**src/rtl/ysyx_23060201_lsu_if.sv**
```systemverilog
// Bus bundle between the execute stage, the LSU, the memory stage and write-back.
//
// Handshake rules for both the in_* and out_* channels:
// a transfer happens on a rising clk edge where valid and ready are both high.
// Once valid is raised, the producer holds valid and its payload unchanged until that
// transfer. ready may depend on the consumer's state but never on valid in the same cycle.
// The mem_* strobes are single-cycle commands. mem_rdata is combinational and is
// sampled in the same cycle as mem_ren.
interface ysyx_23060201_lsu_if #(
  parameter int ADDR_WIDTH = 32,
  parameter int DATA_WIDTH = 32
);
  // request from execute
  logic                  in_valid;
  logic                  in_ready;
  logic                  in_ren;
  logic                  in_wen;
  logic [2:0]            in_funct3;
  logic [ADDR_WIDTH-1:0] in_addr;
  logic [DATA_WIDTH-1:0] in_wdata;
  logic [4:0]            in_rd;
  // memory stage
  logic                  mem_ren;
  logic                  mem_wen;
  logic [ADDR_WIDTH-1:0] mem_raddr;
  logic [ADDR_WIDTH-1:0] mem_waddr;
  logic [7:0]            mem_rmask;
  logic [7:0]            mem_wmask;
  logic [DATA_WIDTH-1:0] mem_wdata;
  logic [DATA_WIDTH-1:0] mem_rdata;
  // result to write-back
  logic                  out_valid;
  logic                  out_ready;
  logic [DATA_WIDTH-1:0] out_rdata;
  logic [4:0]            out_rd;
  logic                  out_misalign;

  // LSU side
  modport slave (
    input  in_valid, in_ren, in_wen, in_funct3, in_addr, in_wdata, in_rd,
    output in_ready,
    output mem_ren, mem_wen, mem_raddr, mem_waddr, mem_rmask, mem_wmask, mem_wdata,
    input  mem_rdata,
    output out_valid, out_rdata, out_rd, out_misalign,
    input  out_ready
  );

  // environment side: execute, memory and write-back stages
  modport master (
    output in_valid, in_ren, in_wen, in_funct3, in_addr, in_wdata, in_rd,
    input  in_ready,
    input  mem_ren, mem_wen, mem_raddr, mem_waddr, mem_rmask, mem_wmask, mem_wdata,
    output mem_rdata,
    input  out_valid, out_rdata, out_rd, out_misalign,
    output out_ready
  );
endinterface

```
**src/rtl/ysyx_23060201_lsu.sv**
```systemverilog
// Load/store unit. Each request takes one IDLE -> ACCESS -> RESP pass.
// Requests that are misaligned, or that are neither a load nor a store, skip ACCESS.
// They go straight to RESP and never touch memory.
module ysyx_23060201_lsu #(
  parameter int ADDR_WIDTH = 32,
  parameter int DATA_WIDTH = 32
) (
  input  logic                 clk,
  input  logic                 rst,
  ysyx_23060201_lsu_if.slave   bus,
  output logic [1:0]           dbg_state
);

  typedef enum logic [1:0] {
    IDLE   = 2'd0,
    ACCESS = 2'd1,
    RESP   = 2'd2
  } state_t;

  state_t state, state_next;

  // captured request
  logic                  ren_q;
  logic                  wen_q;
  logic [2:0]            funct3_q;
  logic [ADDR_WIDTH-1:0] addr_q;
  logic [DATA_WIDTH-1:0] wdata_q;
  logic [4:0]            rd_q;
  // captured result
  logic [DATA_WIDTH-1:0] rdata_q;
  logic                  misalign_q;

  // decode of the incoming request, used only at acceptance
  logic [1:0] in_off;
  logic       in_is_b;
  logic       in_is_h;
  logic       in_is_w;
  logic       in_access;
  logic       in_misalign;
  logic       in_fire;

  // access-cycle datapath
  logic [1:0]            off_q;
  logic [3:0]            mask_base;
  logic [3:0]            mask4;
  logic                  load_q;
  logic [DATA_WIDTH-1:0] shifted;
  logic [DATA_WIDTH-1:0] load_ext;

  assign in_off      = bus.in_addr[1:0];
  assign in_is_b     = (bus.in_funct3[1:0] == 2'b00);
  assign in_is_h     = (bus.in_funct3[1:0] == 2'b01);
  assign in_is_w     = !in_is_b && !in_is_h;
  assign in_access   = bus.in_ren || bus.in_wen;
  assign in_misalign = in_access && ((in_is_h && in_off[0]) || (in_is_w && (in_off != 2'b00)));
  assign in_fire     = bus.in_valid && (state == IDLE);

  assign off_q  = addr_q[1:0];
  // a store wins when both ren and wen are set, so the read is suppressed
  assign load_q = ren_q && !wen_q;

  assign dbg_state = state;

  // state register; reset drops back to IDLE immediately, killing any strobe
  always_ff @(posedge clk or posedge rst) begin
    if (rst) state <= IDLE;
    else     state <= state_next;
  end

  // next-state logic
  always_comb begin
    state_next = state;
    case (state)
      IDLE: begin
        if (bus.in_valid) begin
          if (in_misalign || !in_access) state_next = RESP;
          else                           state_next = ACCESS;
        end
      end
      ACCESS: state_next = RESP;
      RESP: begin
        if (bus.out_ready) state_next = IDLE;
      end
      default: state_next = IDLE;
    endcase
  end

  // byte-lane mask: base size shifted to the addressed lane
  always_comb begin
    mask_base = 4'b1111;
    case (funct3_q[1:0])
      2'b00:   mask_base = 4'b0001;
      2'b01:   mask_base = 4'b0011;
      default: mask_base = 4'b1111;
    endcase
    mask4 = mask_base << off_q;
  end

  // load alignment and extension of the combinational read data
  always_comb begin
    shifted  = bus.mem_rdata >> {off_q, 3'b000};
    load_ext = shifted;
    case (funct3_q)
      3'b000:  load_ext = {{(DATA_WIDTH-8){shifted[7]}}, shifted[7:0]};
      3'b001:  load_ext = {{(DATA_WIDTH-16){shifted[15]}}, shifted[15:0]};
      3'b100:  load_ext = {{(DATA_WIDTH-8){1'b0}}, shifted[7:0]};
      3'b101:  load_ext = {{(DATA_WIDTH-16){1'b0}}, shifted[15:0]};
      default: load_ext = shifted;
    endcase
  end

  // handshake and memory strobes; every mem_* output is zero outside its strobe
  always_comb begin
    bus.in_ready  = (state == IDLE);
    bus.out_valid = (state == RESP);
    bus.mem_ren   = 1'b0;
    bus.mem_wen   = 1'b0;
    bus.mem_raddr = '0;
    bus.mem_waddr = '0;
    bus.mem_rmask = 8'h00;
    bus.mem_wmask = 8'h00;
    bus.mem_wdata = '0;
    if (state == ACCESS) begin
      if (wen_q) begin
        bus.mem_wen   = 1'b1;
        bus.mem_waddr = {addr_q[ADDR_WIDTH-1:2], 2'b00};
        bus.mem_wmask = {4'b0000, mask4};
        bus.mem_wdata = wdata_q << {off_q, 3'b000};
      end else if (ren_q) begin
        bus.mem_ren   = 1'b1;
        bus.mem_raddr = {addr_q[ADDR_WIDTH-1:2], 2'b00};
        bus.mem_rmask = {4'b0000, mask4};
      end
    end
  end

  // request capture at acceptance, load result capture at the end of ACCESS
  always_ff @(posedge clk or posedge rst) begin
    if (rst) begin
      ren_q      <= 1'b0;
      wen_q      <= 1'b0;
      funct3_q   <= 3'b000;
      addr_q     <= '0;
      wdata_q    <= '0;
      rd_q       <= 5'd0;
      rdata_q    <= '0;
      misalign_q <= 1'b0;
    end else begin
      if (in_fire) begin
        ren_q      <= bus.in_ren;
        wen_q      <= bus.in_wen;
        funct3_q   <= bus.in_funct3;
        addr_q     <= bus.in_addr;
        wdata_q    <= bus.in_wdata;
        rd_q       <= bus.in_rd;
        rdata_q    <= '0;
        misalign_q <= in_misalign;
      end else if (state == ACCESS && load_q) begin
        rdata_q <= load_ext;
      end
    end
  end

  assign bus.out_rdata    = rdata_q;
  assign bus.out_rd       = rd_q;
  assign bus.out_misalign = misalign_q;

endmodule

```
**src/flat_wrapper.sv**
```systemverilog
// flat-port wrapper written by rule: the top's interface ports become plain ports
module ysyx_23060201_lsu_flat 
#(
  parameter int ADDR_WIDTH = 32,
  parameter int DATA_WIDTH = 32
)
  (clk, rst, dbg_state, bus_in_valid, bus_in_ren, bus_in_wen, bus_in_funct3, bus_in_addr, bus_in_wdata, bus_in_rd, bus_in_ready, bus_mem_ren, bus_mem_wen, bus_mem_raddr, bus_mem_waddr, bus_mem_rmask, bus_mem_wmask, bus_mem_wdata, bus_mem_rdata, bus_out_valid, bus_out_rdata, bus_out_rd, bus_out_misalign, bus_out_ready);
  ysyx_23060201_lsu_if #(.ADDR_WIDTH(ADDR_WIDTH), .DATA_WIDTH(DATA_WIDTH)) bus_i ();
  input  logic clk;
  input  logic rst;
  output logic [1:0] dbg_state;
  input wire logic [$bits(bus_i.in_valid)-1:0] bus_in_valid;
  input wire logic [$bits(bus_i.in_ren)-1:0] bus_in_ren;
  input wire logic [$bits(bus_i.in_wen)-1:0] bus_in_wen;
  input wire logic [$bits(bus_i.in_funct3)-1:0] bus_in_funct3;
  input wire logic [$bits(bus_i.in_addr)-1:0] bus_in_addr;
  input wire logic [$bits(bus_i.in_wdata)-1:0] bus_in_wdata;
  input wire logic [$bits(bus_i.in_rd)-1:0] bus_in_rd;
  output wire logic [$bits(bus_i.in_ready)-1:0] bus_in_ready;
  output wire logic [$bits(bus_i.mem_ren)-1:0] bus_mem_ren;
  output wire logic [$bits(bus_i.mem_wen)-1:0] bus_mem_wen;
  output wire logic [$bits(bus_i.mem_raddr)-1:0] bus_mem_raddr;
  output wire logic [$bits(bus_i.mem_waddr)-1:0] bus_mem_waddr;
  output wire logic [$bits(bus_i.mem_rmask)-1:0] bus_mem_rmask;
  output wire logic [$bits(bus_i.mem_wmask)-1:0] bus_mem_wmask;
  output wire logic [$bits(bus_i.mem_wdata)-1:0] bus_mem_wdata;
  input wire logic [$bits(bus_i.mem_rdata)-1:0] bus_mem_rdata;
  output wire logic [$bits(bus_i.out_valid)-1:0] bus_out_valid;
  output wire logic [$bits(bus_i.out_rdata)-1:0] bus_out_rdata;
  output wire logic [$bits(bus_i.out_rd)-1:0] bus_out_rd;
  output wire logic [$bits(bus_i.out_misalign)-1:0] bus_out_misalign;
  input wire logic [$bits(bus_i.out_ready)-1:0] bus_out_ready;
  assign bus_i.in_valid = bus_in_valid;
  assign bus_i.in_ren = bus_in_ren;
  assign bus_i.in_wen = bus_in_wen;
  assign bus_i.in_funct3 = bus_in_funct3;
  assign bus_i.in_addr = bus_in_addr;
  assign bus_i.in_wdata = bus_in_wdata;
  assign bus_i.in_rd = bus_in_rd;
  assign bus_in_ready = bus_i.in_ready;
  assign bus_mem_ren = bus_i.mem_ren;
  assign bus_mem_wen = bus_i.mem_wen;
  assign bus_mem_raddr = bus_i.mem_raddr;
  assign bus_mem_waddr = bus_i.mem_waddr;
  assign bus_mem_rmask = bus_i.mem_rmask;
  assign bus_mem_wmask = bus_i.mem_wmask;
  assign bus_mem_wdata = bus_i.mem_wdata;
  assign bus_i.mem_rdata = bus_mem_rdata;
  assign bus_out_valid = bus_i.out_valid;
  assign bus_out_rdata = bus_i.out_rdata;
  assign bus_out_rd = bus_i.out_rd;
  assign bus_out_misalign = bus_i.out_misalign;
  assign bus_i.out_ready = bus_out_ready;
  ysyx_23060201_lsu #(.ADDR_WIDTH(ADDR_WIDTH), .DATA_WIDTH(DATA_WIDTH)) u_core (.clk(clk), .rst(rst), .bus(bus_i), .dbg_state(dbg_state));
endmodule
```
**config.mk**
```make
export PLATFORM = sky130hd
export DESIGN_NAME = ysyx_23060201_lsu_flat
export DESIGN_NICKNAME = d
export VERILOG_FILES = /design/src/rtl/ysyx_23060201_lsu_if.sv /design/src/rtl/ysyx_23060201_lsu.sv /design/src/flat_wrapper.sv
export SDC_FILE = /design/constraint.sdc
export NUM_CORES = 1
export LEC_CHECK = 0
export BUFFER_PORTS_ARGS = -buffer_cell sky130_fd_sc_hd__buf_2
export CAP_MARGIN = 10
export CORE_ASPECT_RATIO = 0.6
export CORE_MARGIN = 5
export CORE_UTILIZATION = 40
export DETAILED_ROUTE_END_ITERATION = 8
export GPL_TIMING_DRIVEN = 1
export PLACE_DENSITY = 0.7
export SYNTH_ARGS = -nofsm -noshare
export SYNTH_HDL_FRONTEND = slang
export SYNTH_SLANG_ARGS = --single-unit
```
**constraint.sdc**
```tcl
create_clock -name clk -period 5.1 [get_ports clk]
set_clock_uncertainty 0.2 [all_clocks]
set_input_delay 1.02 -clock clk [delete_from_list [all_inputs] [get_ports clk]]
set_output_delay 1.02 -clock clk [all_outputs]
set_load 0.02 [all_outputs]
```
==> flow_summary_export.csv <==
group,metric,value,unit
outcome,status,"completed",
global_routing,antenna_found_initial,1,
min_path,hp-class,"flop to flop",
critical_path,cpMaxStageDelayCell,"nand3b_1",
critical_path,slowest_delay,600,ps
cells_and_area,area_growth_syn_to_layout,27.7,%
floorplan,core-area,0.0144,mm^2
synthesis,synthArstFlopShare,100,%
cells_and_area,final_cell_area,0.00747,mm^2
critical_path,crit_arrival,3090,ps
timing,fmax,232,MHz
placement,place_area,0.00717,mm^2
drt,postRouteAntennaNets,0,
synthesis,ys_seq_elements,109,
power,p_per_area,490,mW/mm^2
critical_path,crit_chain,"nand3b_1 > inv_2 > nand2b_1 > nor2_1 > and2_1 > buf_2",
power,cellLeakagePower,4.20,nW
global_routing,grt_max_degree,57,
synthesis,synth_cell_type_count,39,
clocking,cts-resized-gates,0,
critical_path,cp-start-kind,"flop",
drt,wl_per_cell,16.4,um
drt,viasPerCell,4.85,
critical_path,critPathBufInv,2,
synthesis,synth_edf_count,0,
timing,rsz0062_at_grt,"no",
synthesis,synth_cells,687,
floorplan,initial_core_util,40.6,%
synthesis,avgSynthCellArea,8.51,um^2
critical_path,cp-end-kind,"output pin",
floorplan,die_area,0.0172,mm^2
clocking,post_cts_buffers,0,
synthesis,synth_area,0.00585,mm^2
timing,fin_ws,788,ps
placement,port_buffers,253,
clocking,clkLatencyLatePin,350,ps
drt,routed-wl-met3,1530,um
timing,tns,0,ps
cells_and_area,fin_util,51.8,%
cells_and_area,fillers,1411,
drt,drc,0,
critical_path,cp.required,3880,ps
drt,wl_met2,8350,um
critical_path,ff2ff_setup_slack,2320,ps
timing,hold_viol_final,0,
cells_and_area,nets,1020,
timing,setup_violations,0,
synthesis,synth_warnings,0,
global_routing,grt_pass1_wl,29200,um
floorplan,io_pins,266,
timing,min_period,4310,ps
placement,dp_slack,1130,ps
floorplan,fp.dieW,166,um
clocking,htree_num_levels,3,
drt,wl,18300,um
critical_path,cp_top_family,"simple AND/OR/NAND/NOR gates",
placement,dp_hpwl,13700,um
min_path,hold_depth,2,
timing,relSlewSlack,47.7,%
timing,fin_hold_ws,277,ps
timing,post-route-period-util,84.5,%
floorplan,rows,34,
drt,top_layer,"met5",
clocking,hold_buffers,0,
drt,wl_met1,8230,um
critical_path,path_max_fanout,32,
global_routing,grt_usage,20.8,%
timing,final_max_slew_viol_count,0,
drt,drtIter0Drc,394,
timing,worstMarginPinSlew,782,ps
global_routing,grt.overflow.total,0,
drt,vias,5406,
clocking,clockBufferDepth,2,
power,peakVddDrop,0.000231,V
clocking,root_buffer,"clkbuf_16",
synthesis,synth_flop_cell,"dfrtp_1",
critical_path,cp.depth,6,
critical_path,reg2regPathDepth,5,
clocking,path_clk_slew,80,ps
run,cap_violations,0,
cells_and_area,drive_gt1_share,33.9,%
floorplan,fp.dieH,104,um
placement,globalplace.congestion,0.837,
clocking,cts_tree,"done",
drt,dr.pass1.iters,5,
global_routing,grt_pass1_vias,5370,
clocking,cts_sinks,109,
critical_path,path_class,"flop to output pin",
clocking,cts-buffers-inserted,9,
synthesis,yosysSeqAreaShare,46.6,%
## final timing paths
| path | start | end |
|---|---|---|
| max reg2reg | u_core.addr_q[1]$_DFFE_PP0P_ | u_core.bus.out_rdata[14]$_DFFE_PP0P_ |
| max in group asynchronous | rst | u_core.ren_q$_DFFE_PP0P_ |
| min in group asynchronous | rst | u_core.addr_q[15]$_DFFE_PP0P_ |
| max | u_core.dbg_state[1]$_DFFE_PP0P_ | bus_mem_wdata[0] |
| min | u_core.bus.out_rd[2]$_DFFE_PP0P_ | u_core.bus.out_rd[2]$_DFFE_PP0P_ |
| min reg2reg | u_core.bus.out_rd[2]$_DFFE_PP0P_ | u_core.bus.out_rd[2]$_DFFE_PP0P_ |
## layout make-up
cell class	instances	area [um^2]	share of cell area [%]
clock buffers	10	239	3.20
inverters	3	13.8	0.184
multi-input cells	525	2850	38.1
flip-flops and latches	109	2730	36.6
diodes	1	2.50	0.0335
repair buffers	262	1330	17.9
well taps	198	248	3.32
clock inverters	6	55.1	0.737
## layout by cell type, fill, tap and decap left out, types with 8 or more instances in the layout
cell type and n:
a211oi_1 17, a21oi_1 19, a221o_1 8, a22o_1 9, and2_1 69, buf_2 253, buf_4 9, clkbuf_16 9
conb_1 12, dfrtp_1 107, mux2_2 15, mux2i_1 25, nand2_1 236, nor2_1 39, nor2b_1 10, o21ai_0 13
o21ai_1 11
## metal layers
metal / GRT usage, % / up-vias
met2: 33.0 / 213
met5: 0 / -
met4: 3.00 / 2
met1: 28.2 / 2494
li1: - / 2681
met3: 7.19 / 16
## where the power goes
group          internal, W  switching (W)
Clock             0.000355       0.000341
Combinational     0.000559       0.000869
Sequential         0.00119       0.000346
## flip-flops by register name, indices dropped and copies added, names as in the netlist
register / count
u_core.wen_q: 1
u_core.addr_q: 32
u_core.ren_q: 1
u_core.wdata_q: 32
u_core.funct3_q: 3
u_core.dbg_state: 2
u_core.bus.out_misalign: 1
u_core.bus.out_rdata: 32
u_core.bus.out_rd: 5
## synthesized netlist by cell type, types with 3 or more instances
| master | count | area share (%) |
|---|---|---|
| buf_4 | 14 | 1.8 |
| nand2_1 | 237 | 15 |
| a211oi_1 | 17 | 2.2 |
| o21ai_1 | 11 | 0.94 |
| o21ai_0 | 13 | 1.1 |
| buf_2 | 13 | 1.1 |
| nand3_1 | 7 | 0.60 |
| nor3_1 | 7 | 0.60 |
| a22o_1 | 9 | 1.3 |
| o21a_1 | 3 | 0.39 |
| a221oi_2 | 7 | 1.8 |
| a21oi_1 | 19 | 1.6 |
| nor2_1 | 39 | 2.5 |
| mux2i_1 | 25 | 4.3 |
| nor2b_1 | 10 | 1.1 |
| and2_1 | 69 | 7.4 |
| a221o_1 | 8 | 1.4 |
| dfrtp_1 | 109 | 47 |
| mux2_2 | 15 | 2.9 |
| clkbuf_1 | 30 | 1.9 |
## stage by stage
step                instances  total power [W]
finish                   1114          0.00366
global route             1113          0.00395
CTS                      1113          0.00368
detailed placement       1097          0.00298
global placement         1097          0.00295
floorplan                 698          0.00255
## cells by family after synthesis
logic type      count (synthesis)  share of synthesized area, %
simple gates                  381                          28.9
flops                         109                          46.6
compound gates                 90                          11.1
buf+inv                        64                          5.54
mux                            41                          7.55
xor+xnor                        1                         0.150
other cells                     1                        0.0641
## worst reg2reg max path: cells and delay by family (launching register included)
kind                   cells  cell delay (ps)
AO/OA/AOI/OAI              2              340
flip-flops                 1              770
buffers and inverters      1              430
AND/OR/NAND/NOR            1              340
multiplexers               1              580
Power figures use the tool's default switching activity.
